==> config.mk <==
export PLATFORM = sky130hd
export DESIGN_NAME = router_pkt_tx
export DESIGN_NICKNAME = d
export VERILOG_FILES = /design/src/rtl/router_pkg.sv /design/src/rtl/router_parity_acc.sv /design/src/rtl/router_pkt_tx.sv
export SDC_FILE = /design/constraint.sdc
export NUM_CORES = 1
export LEC_CHECK = 0
export ABC_CLOCK_PERIOD_IN_PS = 3700
export BUFFER_PORTS_ARGS = -buffer_cell sky130_fd_sc_hd__clkbuf_2
export CORE_MARGIN = 4
export CORE_UTILIZATION = 40
export CTS_CLUSTER_SIZE = 8
export DETAILED_ROUTE_END_ITERATION = 8
export GPL_ROUTABILITY_DRIVEN = 0
export PLACE_DENSITY_LB_ADDON = 0.3
export SYNTH_ARGS = -nofsm -noshare
export SYNTH_HDL_FRONTEND = slang
export SYNTH_SLANG_ARGS = --single-unit
export TNS_END_PERCENT = 1
==> constraint.sdc <==
create_clock -name clock -period 3.7 [get_ports clock]
set_clock_uncertainty 0.05 [all_clocks]
set_input_delay 0.185 -clock clock [delete_from_list [all_inputs] [get_ports clock]]
set_output_delay 0.185 -clock clock [all_outputs]
set_load 0.03 [all_outputs]
==> src/rtl/router_pkg.sv <==
// Shared definitions for the 1x3 router: header field layout, the illegal
// destination code and the transmitter state encoding.
package router_pkg;

    localparam int ADDR_LSB = 0;
    localparam int ADDR_W   = 2;
    localparam int LEN_LSB  = 2;
    localparam int LEN_W    = 6;

    localparam logic [1:0] ADDR_INVALID = 2'b11;

    typedef enum logic [2:0] {
        TX_IDLE    = 3'd0,
        TX_HEADER  = 3'd1,
        TX_PAYLOAD = 3'd2,
        TX_PARITY  = 3'd3,
        TX_GAP     = 3'd4
    } tx_state_t;

    // Build the header byte {len, addr} from the field layout above.
    function automatic logic [7:0] make_header(input logic [5:0] len, input logic [1:0] addr);
        logic [7:0] hdr;
        hdr = 8'h00;
        hdr[LEN_LSB +: LEN_W]   = len;
        hdr[ADDR_LSB +: ADDR_W] = addr;
        return hdr;
    endfunction

endpackage

==> src/rtl/router_parity_acc.sv <==
// 8-bit XOR parity accumulator. 'load' restarts the accumulation with din,
// 'acc_en' folds din in. rd_data is a look-ahead read: it already includes
// the byte being folded in on this edge, so a caller can register the final
// parity in the same cycle the last byte is consumed. 'rd_inv' inverts the
// read value for error injection.
module router_parity_acc (
    input  logic       clock,
    input  logic       reset,
    input  logic       load,
    input  logic       acc_en,
    input  logic       rd_inv,
    input  logic [7:0] din,
    output logic [7:0] rd_data
);

    logic [7:0] acc_r;
    logic [7:0] rd_base_s;

    function automatic logic [7:0] fold_byte(input logic [7:0] acc, input logic [7:0] data);
        return acc ^ data;
    endfunction

    // Accumulator register: load has priority over accumulate.
    always_ff @(posedge clock or posedge reset) begin
        if (reset) begin
            acc_r <= 8'h00;
        end else if (load) begin
            acc_r <= din;
        end else if (acc_en) begin
            acc_r <= fold_byte(acc_r, din);
        end else begin
            acc_r <= acc_r;
        end
    end

    // Look-ahead read with optional inversion.
    always_comb begin
        rd_base_s = acc_r;
        if (acc_en) begin
            rd_base_s = fold_byte(acc_r, din);
        end else begin
            rd_base_s = acc_r;
        end
        if (rd_inv) begin
            rd_data = ~rd_base_s;
        end else begin
            rd_data = rd_base_s;
        end
    end

endmodule

==> src/rtl/router_pkt_tx.sv <==
// Packet transmitter feeding the router input port: header, payload
// (seed + k), parity, then a fixed idle gap. Every output is a register;
// busy only steers next-state logic, so holding a byte is simply "no update".
module router_pkt_tx
    import router_pkg::*;
#(
    parameter int GAP_CYCLES = 1
) (
    input  logic       clock,
    input  logic       reset,
    input  logic       req_valid,
    output logic       req_ready,
    input  logic [1:0] req_addr,
    input  logic [5:0] req_len,
    input  logic [7:0] req_seed,
    input  logic       req_bad_parity,
    input  logic       busy,
    output logic       pkt_valid,
    output logic [7:0] data_out,
    output logic       tx_done,
    output logic       req_err,
    output logic [7:0] pkt_count
);

    localparam logic [3:0] GAP_LIMIT = 4'(GAP_CYCLES);

    tx_state_t  state_r, state_nxt_s;
    logic [5:0] idx_r, idx_nxt_s;
    logic [3:0] gap_r, gap_nxt_s;
    logic [5:0] len_r;
    logic [7:0] seed_r;
    logic       bad_r;

    logic [7:0] data_nxt_s;
    logic       valid_nxt_s;
    logic       ready_nxt_s;
    logic       tx_done_nxt_s;
    logic       req_err_nxt_s;
    logic [7:0] count_nxt_s;
    logic       latch_s;
    logic       acc_load_s;
    logic       acc_en_s;
    logic [7:0] acc_din_s;
    logic [7:0] acc_rd_s;

    router_parity_acc u_parity (
        .clock   (clock),
        .reset   (reset),
        .load    (acc_load_s),
        .acc_en  (acc_en_s),
        .rd_inv  (bad_r),
        .din     (acc_din_s),
        .rd_data (acc_rd_s)
    );

    // Header is loaded at the handshake; otherwise the byte on data_out is folded in.
    always_comb begin
        if (acc_load_s) begin
            acc_din_s = make_header(req_len, req_addr);
        end else begin
            acc_din_s = data_out;
        end
    end

    // Next-state and next-output logic; defaults hold every register.
    always_comb begin
        state_nxt_s   = state_r;
        idx_nxt_s     = idx_r;
        gap_nxt_s     = gap_r;
        data_nxt_s    = data_out;
        valid_nxt_s   = pkt_valid;
        ready_nxt_s   = req_ready;
        tx_done_nxt_s = 1'b0;
        req_err_nxt_s = 1'b0;
        count_nxt_s   = pkt_count;
        latch_s       = 1'b0;
        acc_load_s    = 1'b0;
        acc_en_s      = 1'b0;
        case (state_r)
            TX_IDLE: begin
                ready_nxt_s = 1'b1;
                valid_nxt_s = 1'b0;
                data_nxt_s  = 8'h00;
                if (req_valid && req_ready) begin
                    if ((req_addr == ADDR_INVALID) || (req_len == 6'd0)) begin
                        req_err_nxt_s = 1'b1;
                    end else begin
                        latch_s     = 1'b1;
                        acc_load_s  = 1'b1;
                        state_nxt_s = TX_HEADER;
                        ready_nxt_s = 1'b0;
                        valid_nxt_s = 1'b1;
                        data_nxt_s  = make_header(req_len, req_addr);
                    end
                end else begin
                    state_nxt_s = TX_IDLE;
                end
            end
            TX_HEADER: begin
                if (!busy) begin
                    state_nxt_s = TX_PAYLOAD;
                    idx_nxt_s   = 6'd0;
                    data_nxt_s  = seed_r;
                end else begin
                    state_nxt_s = TX_HEADER;
                end
            end
            TX_PAYLOAD: begin
                if (!busy) begin
                    acc_en_s = 1'b1;
                    if (idx_r == (len_r - 6'd1)) begin
                        state_nxt_s = TX_PARITY;
                        valid_nxt_s = 1'b0;
                        data_nxt_s  = acc_rd_s;
                    end else begin
                        idx_nxt_s  = idx_r + 6'd1;
                        data_nxt_s = seed_r + {2'b00, idx_r + 6'd1};
                    end
                end else begin
                    state_nxt_s = TX_PAYLOAD;
                end
            end
            TX_PARITY: begin
                if (!busy) begin
                    state_nxt_s   = TX_GAP;
                    data_nxt_s    = 8'h00;
                    tx_done_nxt_s = 1'b1;
                    count_nxt_s   = pkt_count + 8'd1;
                    gap_nxt_s     = 4'd1;
                end else begin
                    state_nxt_s = TX_PARITY;
                end
            end
            TX_GAP: begin
                valid_nxt_s = 1'b0;
                data_nxt_s  = 8'h00;
                if (gap_r >= GAP_LIMIT) begin
                    state_nxt_s = TX_IDLE;
                    ready_nxt_s = 1'b1;
                end else begin
                    gap_nxt_s = gap_r + 4'd1;
                end
            end
            default: begin
                state_nxt_s = TX_IDLE;
                ready_nxt_s = 1'b0;
                valid_nxt_s = 1'b0;
                data_nxt_s  = 8'h00;
            end
        endcase
    end

    // FSM state, counters and registered outputs.
    always_ff @(posedge clock or posedge reset) begin
        if (reset) begin
            state_r   <= TX_IDLE;
            idx_r     <= 6'd0;
            gap_r     <= 4'd0;
            data_out  <= 8'h00;
            pkt_valid <= 1'b0;
            req_ready <= 1'b0;
            tx_done   <= 1'b0;
            req_err   <= 1'b0;
            pkt_count <= 8'd0;
        end else begin
            state_r   <= state_nxt_s;
            idx_r     <= idx_nxt_s;
            gap_r     <= gap_nxt_s;
            data_out  <= data_nxt_s;
            pkt_valid <= valid_nxt_s;
            req_ready <= ready_nxt_s;
            tx_done   <= tx_done_nxt_s;
            req_err   <= req_err_nxt_s;
            pkt_count <= count_nxt_s;
        end
    end

    // Request fields captured at a legal handshake and held for the packet.
    always_ff @(posedge clock or posedge reset) begin
        if (reset) begin
            len_r  <= 6'd0;
            seed_r <= 8'h00;
            bad_r  <= 1'b0;
        end else if (latch_s) begin
            len_r  <= req_len;
            seed_r <= req_seed;
            bad_r  <= req_bad_parity;
        end else begin
            len_r  <= len_r;
            seed_r <= seed_r;
            bad_r  <= bad_r;
        end
    end

endmodule

# After elaboration in Yosys (flattened, before gate mapping)
# Cells that the tools add are included.
[word_totals] in_bits=21 ff_bits=56 wordCells=95
[op_classes] eq_ne=15 mux=41 reduce_logical=15 n_bitwise=5 n_addsub=5 n_lt_le_gt_ge=1
[ops] operator="two-way mux 8 bit" count=10
[ops] operator="one-hot mux 8 bit (4 select lines)" count=1
[ops] operator="two-way mux 3 bit" count=6
[ops] operator="two-way mux 6 bit" count=3
[ops] operator="one-hot mux 3 bit (5 select lines)" count=1
[ops] operator="!= test 2 bit (second input constant)" count=7
[ops] operator="two-way mux 1 bit" count=13
[ops] operator="one-hot mux 6 bit (2 select lines)" count=1
[ops] operator="AND reduction 3 bit" count=4
[ops] operator="adder 8 x 1 -> 8 bit (second input constant)" count=1
[ops] operator="adder 8 x 6 -> 8 bit" count=1
[ops] operator="two-way mux 4 bit" count=2
[ops] operator="NOT 8 bit" count=1
[ops] operator="one-hot mux 4 bit (2 select lines)" count=1
[ops] operator="bitwise XOR 8 bit" count=1
[ops] operator="adder 6 x 1 -> 6 bit (second input constant)" count=1
[ops] operator="== test 3 x 2 -> 1 bit (second input constant)" count=2
[ops] operator="== test 6 bit" count=1
[ops] operator="logical NOT 6 bit" count=1
[ops] operator="!= test 3 bit (second input constant)" count=2
[ops] operator="one-hot mux 1 bit (3 select lines)" count=2
[ops] operator="subtractor 6 x 1 -> 6 bit (second input constant)" count=1
[ops] operator="adder 4 x 1 -> 4 bit (second input constant)" count=1
[ops] operator="greater-or-equal comparator 4 x 1 -> 1 bit (second input constant)" count=1
[ops] operator="13 further kinds" count=17

# Depth between registers and ports, before layout
[depth] word_depth=13 mapped_depth=10 mapped_depth_nobuf=9

# Modules after synthesis
# From an unflattened synthesis, not the netlist that was laid out.
[unflattened] cells_unflattened=382 hier_area_um2=3395.8
[modules_own_cells] module="router_pkt_tx" n_inst=1 area_each_um2=2819.0 cells_each=312
[modules_own_cells] module="router_parity_acc" n_inst=1 area_each_um2=576.8 cells_each=70

# Worst setup path before layout
# No wires, ideal clock.
[synth_timing] path_type="flip-flop to flip-flop" start="register idx_r[0]" end="register data_out[6]" path_stages_with_launch=9 n_path_buf=0 arrival_time_ns=2.231 path_slack_ns=1.354 t_required_ns=3.585 period_less_slack_ns=2.346 path_cell_list="dfrtp_1 ha_1 xor2_1 ha_1 nor2b_1 o31a_1 or4_1 a32oi_1 a211o_1"
[synth_via] elab_chain_len=5
[synth_rtl] element="from (decl)" line_no="router_pkt_tx.sv:28" source="logic [5:0] idx_r, idx_nxt_s;"
[synth_rtl] element="from (signal assigned)" line_no="router_pkt_tx.sv:167" source="idx_r <= idx_nxt_s;"
[synth_rtl] element="adder 6 x 1 -> 6 bit" line_no="router_pkt_tx.sv:117" source="data_nxt_s = seed_r + {2'b00, idx_r + 6'd1};"
[synth_rtl] element="adder 8 x 6 -> 8 bit" line_no="router_pkt_tx.sv:117"
[synth_rtl] element="two-way mux 8 bit *" line_no="router_pkt_tx.sv:111" source="if (idx_r == (len_r - 6'd1)) begin"
[synth_rtl] element="two-way mux 8 bit *" line_no="router_pkt_tx.sv:109" source="if (!busy) begin"
[synth_rtl] element="one-hot mux 8 bit (4 select lines) *" line_no="router_pkt_tx.sv:79" source="case (state_r)"
[synth_rtl] element="to (signal assigned)" line_no="router_pkt_tx.sv:169" source="data_out <= data_nxt_s;"
[synth_rtl] element="to (decl)" line_no="router_pkt_tx.sv:19" source="output logic [7:0] data_out,"
# Mark *: on every way between the ends. The rest lies on a longest branch, timed or not. The select of a mux whose other input is x is not followed.
# A chain may end at the register's enable or synchronous reset.

# Worst setup path after layout
[layout_timing] start="register state_r[1]" end="register u_parity.acc_r[6]"
[layout_via] elab_chain_len=6
[layout_rtl] element="from (decl)" line_no="router_pkt_tx.sv:27" source="tx_state_t state_r, state_nxt_s;"
[layout_rtl] element="from (signal assigned)" line_no="router_pkt_tx.sv:166" source="state_r <= state_nxt_s;"
[layout_rtl] element="logical NOT 3 bit" line_no="router_pkt_tx.sv:79"
[layout_rtl] element="two-way mux 1 bit" line_no="router_pkt_tx.sv:79"
[layout_rtl] element="two-way mux 8 bit" line_no="router_pkt_tx.sv:58" source="if (acc_load_s) begin"
[layout_rtl] element="bitwise XOR 8 bit" line_no="router_parity_acc.sv:20" source="return acc ^ data;"
[layout_rtl] element="two-way mux 8 bit"
[layout_rtl] element="two-way mux 8 bit *" line_no="router_parity_acc.sv:27" source="end else if (load) begin"
[layout_rtl] element="to (signal assigned)" line_no="router_parity_acc.sv:28" source="acc_r <= din;"
[layout_rtl] element="to (signal assigned)" line_no="router_parity_acc.sv:30" source="acc_r <= fold_byte(acc_r, din);"
[layout_rtl] element="to (signal assigned)" line_no="router_parity_acc.sv:32" source="acc_r <= acc_r;"
[layout_rtl] element="to (decl)" line_no="router_parity_acc.sv:16" source="logic [7:0] acc_r;"
# Mark *: on every way between the ends. The rest lies on a longest branch, timed or not.

==> metrics.csv <==
stage,metric,value,unit
status,status,"complete, no violations",
power_and_ir_drop,combPwrFrac,55.2,%
clock_network,clock_tree.buffer_depth,2,
drt,ant_nets,0,
global_route,use_met2,27.7,%
synth,synth-compound-area-share,20.9,%
critical_path,cp.arrival,2.86,ns
global_route,globalRouteMet3Util,2.67,%
synth,synth-xor-area-share,11.8,%
timing,setup_slack,0.962,ns
power_and_ir_drop,powerDensity,855,mW/mm^2
power_and_ir_drop,leakagePower,1.88,nW
synth,yosysSeqAreaShare,37.7,%
drt,drt-total-wl,9750,um
global_route,antenna_found_initial,0,
min_path,hp-start,req_seed[4],
global_route,grt.met1_usage,27.1,%
synth,synth_edf_count,0,
clock_network,cts_root_buffer,clkbuf_8,
final_layout,drive_above_1_share,17.5,%
placed_design,placedCellCount,517,
timing,finalMaxSlewViolations,0,
power_and_ir_drop,vdd_ir_drop_max,0.000265,V
global_route,grt_max_degree,38,
drt,wl_per_cell,18.5,um
synth,yosys_register_bits,56,
power_and_ir_drop,swShare,46.4,%
critical_path,setup.worst_path.end,u_parity.acc_r[6],
die,ios,41,
timing,fin_hold_ws,0.00525,ns
clock_network,clock-sinks,56,
global_route,busiest_layer,met2,
power_and_ir_drop,p_sw,1.63,mW
job,drv_cap,0,
final_layout,fill_cells,856,
die,die_h,104,um
global_route,gr-total-overflow,0,
critical_path,r2r_slack,0.96,ns
final_layout,finalNonFillerCells,526,
min_path,hp-class,in2reg,
synth,syn-num-nets,418,
final_layout,antennaDiodeCount,0,
timing,slew_headroom,39.0,%
synth,synthTopCellsByArea,"dfrtp_1 38%, xnor2_1 4.5%, ha_1 4.4%, xnor3_1 4.2%, nand2_1 4.0%",
power_and_ir_drop,p_clk_share,12.3,%
synth,netlist_area,0.00371,sq mm
timing,min_period,2.74,ns
die,core_area,0.00889,sq mm
drt,dr.first_iter.drc_count,242,
critical_path,crit_chain,"buf_4, nor2_2, and3_1, nand3_1, nor2_1, a21oi_1",
global_route,grt_pass1_wl,16200,um
timing,rsz0062_at_grt,no,
synth,synth_top_family_by_area,compound AO/OA/AOI/OAI gates,
final_layout,final_net_count,452,
timing,fin_crit_sh,74.0,%
critical_path,crit_slowest_cell,nand3_1,
timing,hold_viol,0,
critical_path,required,3.82,ns
clock_network,ctsHtreeMaxLevel,2,
timing,setup_viol,0,
synth,avgSynthCellArea,9.70,sq um
clock_network,cts_tree,built,
clock_network,cts_made_buffers,5,
placed_design,dp_hpwl,7170,um
critical_path,ff2ff_path_depth,6,
drt,viasPerCell,5.96,
clock_network,post_cts_buffers,0,
final_layout,stdcell_area,0.00411,sq mm
timing,fmax,365,MHz
die,start_util,41.8,%
clock_network,clock_latency,0.32,ns
drt,vias,3137,
critical_path,slowest_delay,0.72,ns
critical_path,cp-end-kind,flop,
placed_design,place_area,0.00398,sq mm
timing,worst_slew_pin_slew,0.913,ns
synth,yosys.area.top_type,dfrtp_1,
synth,synthAdderAreaFrac,4.92,%
critical_path,cp_max_fo,21,
final_layout,syn_to_final_growth,10.7,%
synth,synth_cells,383,
synth,ys_types,70,
power_and_ir_drop,internal_power,1.88,mW
timing,fin_tns_setup,0,ns
critical_path,startpoint_type,flop,
synth,ys.flop_type,dfrtp_1,
die,dieArea,0.0109,sq mm
critical_path,crit_path_start,state_r[1],
global_route,grtUsageTotal,18.2,%
drt,drt-pass1-iter-count,5,
synth,synthMuxAreaShare,1.48,%
die,die_w,104,um
clock_network,clk_pin_slew,0.11,ns
synth,synth-simple-area-share,18.5,%
critical_path,r2r-end,u_parity.acc_r[6],
die,placementRows,34,
critical_path,path_class,reg2reg,
placed_design,place_ws,0.959,ns
power_and_ir_drop,power_frac_seq,32.5,%
critical_path,regToRegStartpoint,state_r[1],
synth,synth_top_area_share,37.7,%
synth,yosysWarningCount,0,
placed_design,portBuffers,40,
drt,drc_errors,0,
global_route,grt_pass1_vias,3031,
synth,async_reset_ff_share,100,%
==> critical path: cells and delay by family, from the launching register on <==
family | cells | cell delay, ns
flip-flops | 1 | 0.47
buffers and inverters | 1 | 0.24
AND/OR/NAND/NOR | 4 | 1.77
AO/OA/AOI/OAI | 1 | 0.06
==> power groups by stage <==
stage	Clock, mW	Combinational [mW]	Sequential (mW)
floorplan	0	1.40	1.16
global placement	0	1.88	1.14
detailed placement	0	1.91	1.15
CTS	0.444	1.92	1.14
global route	0.466	2.10	1.18
finish	0.433	1.94	1.14
==> cell usage in the layout, fill, tap and decap left out, types with 2 or more instances in the layout <==
master / n
a2111oi_1: 4
o21a_1: 4
clkbuf_2: 40
a21o_1: 2
inv_2: 2
nand4_1: 8
dfrtp_1: 56
buf_4: 5
nand3_1: 16
nand2_1: 40
clkbuf_8: 6
o211ai_1: 9
mux2_2: 4
xnor3_1: 7
nand2b_1: 4
and4_1: 2
a32o_1: 5
nor2b_1: 4
and4b_1: 2
o2111ai_1: 5
a211oi_1: 7
a2111o_1: 5
xor2_1: 13
a32oi_1: 3
o21ai_1: 12
a41oi_1: 2
inv_1: 16
a2111oi_0: 3
xnor2_1: 19
and3_1: 4
nand2_2: 2
ha_1: 13
nor2_1: 24
and2_1: 4
nor3_1: 6
a21oi_1: 17
a22o_1: 2
o21ai_0: 7
==> routing by layer <==
layer	vias to the layer above	wire [um]	part of all wire [%]
met5	-	0	0
met4	0	141	1.4
met3	14	630	6.5
met2	134	4320	44
met1	1499	4660	48
li1	1490	-	-
==> cells in the mapped netlist, types with 3 or more instances <==
library cell  instances
dfrtp_1              56
nand2_1              40
nor2_1               24
xnor2_1              19
a21oi_1              17
inv_1                17
nand3_1              16
ha_1                 13
xor2_1               13
o21ai_1              12
buf_2                 9
o211ai_1              9
nand4_1               8
a211oi_1              7
o21ai_0               7
xnor3_1               7
nor3_1                6
a2111o_1              5
a32o_1                5
clkbuf_1              5
o2111ai_1             5
a2111oi_1             4
and2_1                4
and3_1                4
buf_4                 4
mux2_2                4
nand2b_1              4
nor2b_1               4
o21a_1                4
a2111oi_0             3
a32oi_1               3
==> worst min path at each step <==
stage                   end  slack, ns  cells after the start
6_report          seed_r[4]      0.005                      3
5_1_grt           seed_r[7]     0.0008                      3
4_1_cts           seed_r[4]      0.001                      3
3_5_place_dp   pkt_count[7]       0.32                      2
3_3_place_gp   pkt_count[3]       0.31                      2
2_1_floorplan     seed_r[2]       0.24                      2
==> kinds of logic after synthesis <==
| group | after synthesis |
|---|---|
| fa+ha+maj | 14 |
| xor+xnor | 39 |
| simple gates | 130 |
| buf+inv | 37 |
| mux | 5 |
| compound gates | 102 |
| flops | 56 |
==> flip-flops by register name (all words and copies together), names as in the netlist <==
signal          flops
bad_r               1
pkt_count           8
seed_r              8
req_err             1
tx_done             1
idx_r               6
state_r             3
data_out            8
pkt_valid           1
gap_r               4
req_ready           1
len_r               6
u_parity.acc_r      8
==> through the flow <==
stage / power, mW / util [%]
2_1_floorplan: 2.56 / -
3_3_place_gp: 3.02 / 44.8
3_5_place_dp: 3.05 / 44.8
4_1_cts: 3.50 / 46.3
5_1_grt: 3.75 / 46.3
6_report: 3.51 / 46.3
==> final cells by class <==
class | instances | area, sq um | area share (%)
Multi-Input combinational cell | 290 | 2140 | 52.0
Sequential cell | 56 | 1400 | 34.1
Timing Repair Buffer | 46 | 248 | 6.02
Tap cell | 108 | 135 | 3.29
Clock buffer | 6 | 82.6 | 2.01
Inverter | 18 | 67.6 | 1.64
Clock inverter | 2 | 38.8 | 0.943
==> what timing repair did <==
action,CTS,global route
hold buffers,1,0
hold endpoints to repair,36,0
gates resized for setup,0,0
endpoints found under the setup margin,0,0
(Power assumes the default switching activity.)
